$ cat src/rtl/led_seq_pkg.sv
// Shared definitions for the Avalon LED pattern sequencer: register map, modes, FSM states.
package led_seq_pkg;

  // s0 register offsets
  localparam int unsigned REG_CTRL   = 0;
  localparam int unsigned REG_PERIOD = 1;
  localparam int unsigned REG_SEED   = 2;
  localparam int unsigned REG_STATUS = 3;

  // CTRL / STATUS bit positions
  localparam int unsigned CTRL_EN_BIT     = 0;
  localparam int unsigned CTRL_MODE_LSB   = 1;
  localparam int unsigned STATUS_BUSY_BIT = 0;
  localparam int unsigned STATUS_ERR_BIT  = 1;
  localparam int unsigned STATUS_PAT_LSB  = 8;

  typedef enum logic [1:0] {
    MODE_STATIC = 2'd0,
    MODE_BLINK  = 2'd1,
    MODE_WALK   = 2'd2,
    MODE_COUNT  = 2'd3
  } mode_e;

  typedef enum logic [1:0] {
    ST_IDLE = 2'd0,
    ST_WR   = 2'd1,
    ST_RD   = 2'd2
  } state_e;

endpackage

$ cat src/rtl/led_seq_prescaler.sv
// Step prescaler: counts clock cycles while enabled and flags the last cycle of each period.
module led_seq_prescaler (
  input  logic        clk,
  input  logic        rst_n,
  input  logic        en_i,
  input  logic        clr_i,
  input  logic [31:0] period_i,
  output logic        tick_c_o
);

  logic [31:0] cnt_q, cnt_d;
  logic [31:0] limit;

  // A period of 0 behaves like a period of 1 (tick every cycle)
  assign limit    = (period_i == 32'd0) ? 32'd0 : period_i - 32'd1;
  assign tick_c_o = en_i && (cnt_q == limit);

  // Next count: held at 0 while disabled or cleared, wraps after the tick
  always_comb begin
    cnt_d = cnt_q;
    if (!en_i || clr_i || tick_c_o) begin
      cnt_d = '0;
    end else begin
      cnt_d = cnt_q + 32'd1;
    end
  end

  // Count register
  always_ff @(posedge clk or negedge rst_n) begin
    if (!rst_n) begin
      cnt_q <= '0;
    end else begin
      cnt_q <= cnt_d;
    end
  end

endmodule

$ cat src/rtl/avalon_led_sequencer.sv
// Avalon-MM LED pattern sequencer: configured through slave s0, pushes each pattern to the
// LED peripheral through master m0. Optional read-back check enabled by LED_SEQ_READBACK_EN.
module avalon_led_sequencer
  import led_seq_pkg::*;
#(
  parameter int unsigned LED_W      = 8,
  parameter int unsigned M_ADDR_W   = 1,
  parameter int unsigned LED_ADDR   = 0,
  parameter int unsigned PERIOD_RST = 50_000_000
) (
  input  logic                clock_clk,
  input  logic                reset_reset_n,
  input  logic [1:0]          avs_s0_address,
  input  logic                avs_s0_read,
  output logic [31:0]         avs_s0_readdata,
  input  logic                avs_s0_write,
  input  logic [31:0]         avs_s0_writedata,
  output logic                avs_s0_waitrequest,
  output logic [M_ADDR_W-1:0] avm_m0_address,
  output logic                avm_m0_write,
  output logic [31:0]         avm_m0_writedata,
  output logic                avm_m0_read,
  input  logic [31:0]         avm_m0_readdata,
  input  logic                avm_m0_waitrequest
);

  logic             en_q, en_d;
  mode_e            mode_q, mode_d;
  logic [31:0]      period_q, period_d;
  logic [LED_W-1:0] seed_q, seed_d;
  logic [LED_W-1:0] pat_q, pat_d;
  logic             phase_q, phase_d;
  logic             pend_q, pend_d;
  state_e           state_q, state_d;
  logic             write_q, write_d;
  logic             read_q, read_d;
  logic [31:0]      wdata_q, wdata_d;
  logic             err_q, err_d;

  logic  wr_ctrl, wr_period, wr_seed, wr_status;
  logic  new_en;
  mode_e new_mode;
  logic  seed_load, tick, start_wr;
  logic  unused_ok;

  assign wr_ctrl   = avs_s0_write && (avs_s0_address == 2'(REG_CTRL));
  assign wr_period = avs_s0_write && (avs_s0_address == 2'(REG_PERIOD));
  assign wr_seed   = avs_s0_write && (avs_s0_address == 2'(REG_SEED));
  assign wr_status = avs_s0_write && (avs_s0_address == 2'(REG_STATUS));
  assign new_en    = avs_s0_writedata[CTRL_EN_BIT];
  assign new_mode  = mode_e'(avs_s0_writedata[CTRL_MODE_LSB +: 2]);

  assign avs_s0_waitrequest = 1'b0;
  assign avm_m0_address     = M_ADDR_W'(LED_ADDR);
  assign avm_m0_write       = write_q;
  assign avm_m0_read        = read_q;
  assign avm_m0_writedata   = wdata_q;
  assign unused_ok          = ^{avs_s0_read, avm_m0_readdata};

  led_seq_prescaler u_prescaler (
    .clk      (clock_clk),
    .rst_n    (reset_reset_n),
    .en_i     (en_q),
    .clr_i    (wr_period),
    .period_i (period_q),
    .tick_c_o (tick)
  );

  // Config read mux; data is valid in the same cycle as the read
  always_comb begin
    avs_s0_readdata = '0;
    case (avs_s0_address)
      2'(REG_CTRL): begin
        avs_s0_readdata[CTRL_EN_BIT]        = en_q;
        avs_s0_readdata[CTRL_MODE_LSB +: 2] = mode_q;
      end
      2'(REG_PERIOD): avs_s0_readdata = period_q;
      2'(REG_SEED):   avs_s0_readdata = 32'(seed_q);
      default: begin
        avs_s0_readdata[STATUS_BUSY_BIT]     = (state_q != ST_IDLE);
        avs_s0_readdata[STATUS_ERR_BIT]      = err_q;
        avs_s0_readdata[STATUS_PAT_LSB +: 8] = 8'(pat_q);
      end
    endcase
  end

  // Config registers, pattern stepping, pending flag and master FSM next state
  always_comb begin
    en_d     = wr_ctrl ? new_en : en_q;
    mode_d   = wr_ctrl ? new_mode : mode_q;
    period_d = wr_period ? avs_s0_writedata : period_q;
    seed_d   = wr_seed ? avs_s0_writedata[LED_W-1:0] : seed_q;
    pat_d    = pat_q;
    phase_d  = phase_q;
    pend_d   = pend_q;
    state_d  = state_q;
    write_d  = write_q;
    read_d   = read_q;
    wdata_d  = wdata_q;
    err_d    = err_q;

    seed_load = (wr_ctrl && new_en && (!en_q || (new_mode != mode_q))) ||
                (wr_seed && en_q);
    start_wr  = (state_q == ST_IDLE) && pend_q && en_q;

    // Seed load wins over a coincident tick; the tick step uses the pre-write mode
    if (seed_load) begin
      pat_d   = seed_d;
      phase_d = 1'b1;
    end else if (tick) begin
      case (mode_q)
        MODE_STATIC: pat_d = seed_q;
        MODE_BLINK: begin
          pat_d   = phase_q ? '0 : seed_q;
          phase_d = ~phase_q;
        end
        MODE_WALK:  pat_d = {pat_q[LED_W-2:0], pat_q[LED_W-1]};
        default:    pat_d = pat_q + LED_W'(1);
      endcase
    end

    if (wr_status && avs_s0_writedata[STATUS_ERR_BIT]) begin
      err_d = 1'b0;
    end

    case (state_q)
      ST_IDLE: begin
        if (start_wr) begin
          state_d = ST_WR;
          write_d = 1'b1;
          wdata_d = 32'(pat_q);
        end
      end
      ST_WR: begin
        if (!avm_m0_waitrequest) begin
          write_d = 1'b0;
`ifdef LED_SEQ_READBACK_EN
          state_d = ST_RD;
          read_d  = 1'b1;
`else
          state_d = ST_IDLE;
`endif
        end
      end
      ST_RD: begin
`ifdef LED_SEQ_READBACK_EN
        if (!avm_m0_waitrequest) begin
          read_d  = 1'b0;
          state_d = ST_IDLE;
          if (avm_m0_readdata[LED_W-1:0] != wdata_q[LED_W-1:0]) begin
            err_d = 1'b1;
          end
        end
`else
        state_d = ST_IDLE;
`endif
      end
      default: state_d = ST_IDLE;
    endcase

    // One-deep pending: a new step during entry re-arms it; disabling drops it
    if (start_wr) begin
      pend_d = 1'b0;
    end
    if (seed_load || tick) begin
      pend_d = 1'b1;
    end
    if (!en_d) begin
      pend_d = 1'b0;
    end
  end

  // State registers
  always_ff @(posedge clock_clk or negedge reset_reset_n) begin
    if (!reset_reset_n) begin
      en_q     <= 1'b0;
      mode_q   <= MODE_STATIC;
      period_q <= 32'(PERIOD_RST);
      seed_q   <= '0;
      pat_q    <= '0;
      phase_q  <= 1'b0;
      pend_q   <= 1'b0;
      state_q  <= ST_IDLE;
      write_q  <= 1'b0;
      read_q   <= 1'b0;
      wdata_q  <= '0;
      err_q    <= 1'b0;
    end else begin
      en_q     <= en_d;
      mode_q   <= mode_d;
      period_q <= period_d;
      seed_q   <= seed_d;
      pat_q    <= pat_d;
      phase_q  <= phase_d;
      pend_q   <= pend_d;
      state_q  <= state_d;
      write_q  <= write_d;
      read_q   <= read_d;
      wdata_q  <= wdata_d;
      err_q    <= err_d;
    end
  end

endmodule

$ cat config.mk
export PLATFORM = sky130hd
export DESIGN_NAME = avalon_led_sequencer
export DESIGN_NICKNAME = d
export VERILOG_FILES = /design/src/rtl/led_seq_pkg.sv /design/src/rtl/led_seq_prescaler.sv /design/src/rtl/avalon_led_sequencer.sv
export SDC_FILE = /design/constraint.sdc
export NUM_CORES = 1
export LEC_CHECK = 0
export ABC_CLOCK_PERIOD_IN_PS = 7000
export BUFFER_PORTS_ARGS = -buffer_cell sky130_fd_sc_hd__buf_4
export CELL_PAD_IN_SITES_DETAIL_PLACEMENT = 0
export CELL_PAD_IN_SITES_GLOBAL_PLACEMENT = 1
export CORE_ASPECT_RATIO = 0.5
export CORE_MARGIN = 2
export CORE_UTILIZATION = 30
export CTS_BUF_LIST = sky130_fd_sc_hd__clkbuf_16
export DETAILED_ROUTE_END_ITERATION = 8
export HOLD_SLACK_MARGIN = 0.06
export PLACE_DENSITY = 0.58
export RECOVER_POWER = 100
export SLEW_MARGIN = 10
export SYNTH_ARGS = -nofsm -noshare
export SYNTH_HDL_FRONTEND = slang
export SYNTH_SLANG_ARGS = --single-unit
$ cat constraint.sdc
create_clock -name clock_clk -period 7 [get_ports clock_clk]
set_clock_uncertainty 0.15 [all_clocks]
set_input_delay 0.7 -clock clock_clk [delete_from_list [all_inputs] [get_ports clock_clk]]
set_output_delay 0.7 -clock clock_clk [all_outputs]
set_load 0.005 [all_outputs]
==> flow_summary.yaml <==
run_status:
  status: "finished with violations"
  violations: "capacitance limit, slew limit"
finish:
  fillers: 2317
  area_growth_pct: 12.8
  drive_above_1_share: 0.208
  mostFrequentLayoutCells: "dfrtp_1 (82), nand2_1 (66), nor2_1 (52), buf_4 (52), nor3_1 (50)"
  layout_commonest_cell: "dfrtp_1"
  final_util: 0.349
  stdcell_area_um2: 7670
  fin_cells: 1107
  nets: 880
  diodes: 0
critical_path:
  startpoint_type: "flip-flop"
  path_max_fanout: 33
  path_class: "flip-flop to flip-flop"
  endpoint_kind: "flip-flop"
  critPathMaxStageDelay_ns: 1.05
  path_cells: "inv_1 > ha_1 > nor3b_1 > nand3_1 > nor3_1 > a311oi_1 > or4_1 > nor4_1 > nand4_1 > nor2_4 > nor3_1"
  slowest_stage: "nor2_4"
  crit_path_frequent_cell: "nor3_1"
  crit_required_ns: 7.03
  cp.arrival_ns: 5.62
synth:
  ys.flop_type: "dfrtp_1"
  synth-seq-cells: 94
  ys_seq_area_frac: 0.348
  synth_cells: 771
  synth_cell_type_count: 74
  netlist_area_um2: 6800
  synth-async-reset-ratio: 1.00
  yosys_warnings: 0
  synth_edf_count: 0
  avgSynthCellArea_um2: 8.82
floorplan:
  initial_core_util: 0.310
  rows: 38
  die_h_um: 110
  core_area_um2: 22000
  pin_count: 139
  die_w_um: 217
  die_area_um2: 24000
sta:
  slew_headroom: -0.311
  max_freq_ghz: 0.179
  final.min_clock_period_ns: 5.59
  slew_violations: 36
  finalSetupTns_ns: 0
  hold_violations: 0
  finalCritPeriodShare: 0.798
  hold-worst-slack_ns: 0.346
  setup_viol: 0
  grt_setup_unrepaired: "no"
  setup_ws_ns: 1.41
  worst_pin_slew_ns: 1.97
place:
  pre_cts_slack_ns: 1.94
  numPortBuffers: 78
  hpwl_mm: 15.5
  place_area_um2: 7440
  dp.cells: 1090
  gp_congestion: 0.891
clock_network:
  clk_latency_ns: 0.36
  clock_path_buffers: 2
  cts.sinks: 94
  clock_tree.htree_level_count: 3
  post_cts_resized: 0
  numCtsBuffers: 9
  clk_pin_slew_ns: 0.07
  cts_tree: "yes"
  cts_root_buf: "clkbuf_16"
global_routing:
  overflow: 0
  grtUsageTotal: 0.178
  grt_pass1_vias: 5643
  grt_max_degree: 79
  grt_pass1_wl_mm: 33.3
  antenna_found_initial: 0
detailed_routing:
  wire_per_inst_um: 18.9
  vias: 5835
  wirelength_mm: 20.9
  drc: 0
  via_per_inst: 5.27
  ant_nets: 0
  dr.pass1.iters: 6
  drtIter0Drc: 405
min_path:
  hp-class: "flip-flop to flip-flop"
power_and_ir_drop:
  p_leak_nw: 3.07
  finalPower_mw: 1.57
  peakVddDrop_uv: 104
  power_density_nw_per_um2: 205
flow_run:
  maxCapViolations: 1
## state kept, by name, indices dropped and copies added (netlist names)
name	cells
seed_q	8
avm_m0_write	1
period_q	32
avm_m0_writedata	8
u_prescaler.cnt_q	32
pat_q	8
phase_q	1
pend_q	1
mode_q	2
en_q	1
## synthesized netlist by cell type, types with 4 or more instances
cell / count / share of area
dfrtp_1: 82 / 0.30
nand2_1: 66 / 0.036
mux2_2: 53 / 0.088
nor2_1: 53 / 0.029
nor3_1: 50 / 0.037
clkbuf_1: 47 / 0.026
xnor2_1: 31 / 0.040
o21ai_0: 29 / 0.021
buf_4: 28 / 0.031
nand3_1: 28 / 0.021
xor2_1: 22 / 0.028
a21oi_1: 20 / 0.015
and2_1: 18 / 0.017
inv_1: 18 / 0.0099
nand4_1: 14 / 0.013
nor4_1: 14 / 0.013
and3_1: 12 / 0.011
dfstp_2: 12 / 0.046
or4_1: 11 / 0.012
buf_2: 10 / 0.0074
a22oi_1: 9 / 0.0099
nor2b_1: 9 / 0.0083
a31oi_1: 7 / 0.0064
ha_1: 7 / 0.013
nand2b_1: 7 / 0.0064
or3_1: 7 / 0.0064
a211oi_1: 5 / 0.0055
mux2i_1: 5 / 0.0074
nor3b_1: 4 / 0.0044
o31ai_1: 4 / 0.0044
or2_2: 4 / 0.0037
## power breakdown
part           internal [mW]  leakage [nW]  switching [mW]  total [mW]
Clock                  0.238         0.130           0.220       0.458
Combinational          0.182          1.74           0.193       0.376
Sequential             0.607          1.20           0.131       0.738
## logic make-up after synthesis
logic type	Yosys count	share of synthesized area
compound gates	123	0.125
mux	58	0.0951
xor+xnor	56	0.0784
other cells	1	0.000552
fa+ha+maj	7	0.0129
buf+inv	106	0.0769
flops	94	0.348
simple gates	326	0.263
## routing by layer
layer,up-vias,global-route usage,routed length [µm]
met1,2888,0.265,10600
li1,2786,-,-
met4,0,0.0498,330
met2,139,0.261,9170
met5,-,0,0
met3,22,0.0314,791
## critical path: cells and delay by family, from the launching register on
kind,cells,cell delay (ns)
AND/OR/NAND/NOR,8,4.26
flip-flops,1,0.48
adder cells (fa/ha/maj),1,0.20
buffers and inverters,1,0.13
AO/OA/AOI/OAI,1,0.13
## what timing repair did
| action | 4_1_cts | 5_1_grt |
|---|---|---|
| hold buffers | 1 | 0 |
| endpoints found under the hold margin | 16 | 0 |
| setup buffers | 0 | 0 |
| setup endpoints to repair | 0 | 0 |
## final cells by class
| cell class | instances | area, µm² | area share |
|---|---|---|---|
| flip-flops and latches | 94 | 2370 | 0.309 |
| well taps | 300 | 375 | 0.0489 |
| inverters | 18 | 67.6 | 0.00881 |
| multi-input cells | 597 | 4000 | 0.521 |
| clock buffers | 9 | 225 | 0.0294 |
| repair buffers | 82 | 592 | 0.0771 |
| clock inverters | 7 | 43.8 | 0.00571 |
## path summary, 6_finish.rpt
check,endpoint,cells after the start,startpoint,slack (ns)
worst max register to register,u_prescaler.cnt_q[24],11,period_q[0],1.41
worst max-delay path,u_prescaler.cnt_q[24],11,period_q[0],1.41
max in group asynchronous,u_prescaler.cnt_q[17],3,reset_reset_n,4.31
worst min register to register,avm_m0_writedata[7],2,avm_m0_writedata[7],0.35
min in group asynchronous,avm_m0_writedata[7],2,reset_reset_n,0.83
worst min-delay path,avm_m0_writedata[7],2,avm_m0_writedata[7],0.35
Power figures use the tool's default switching activity.
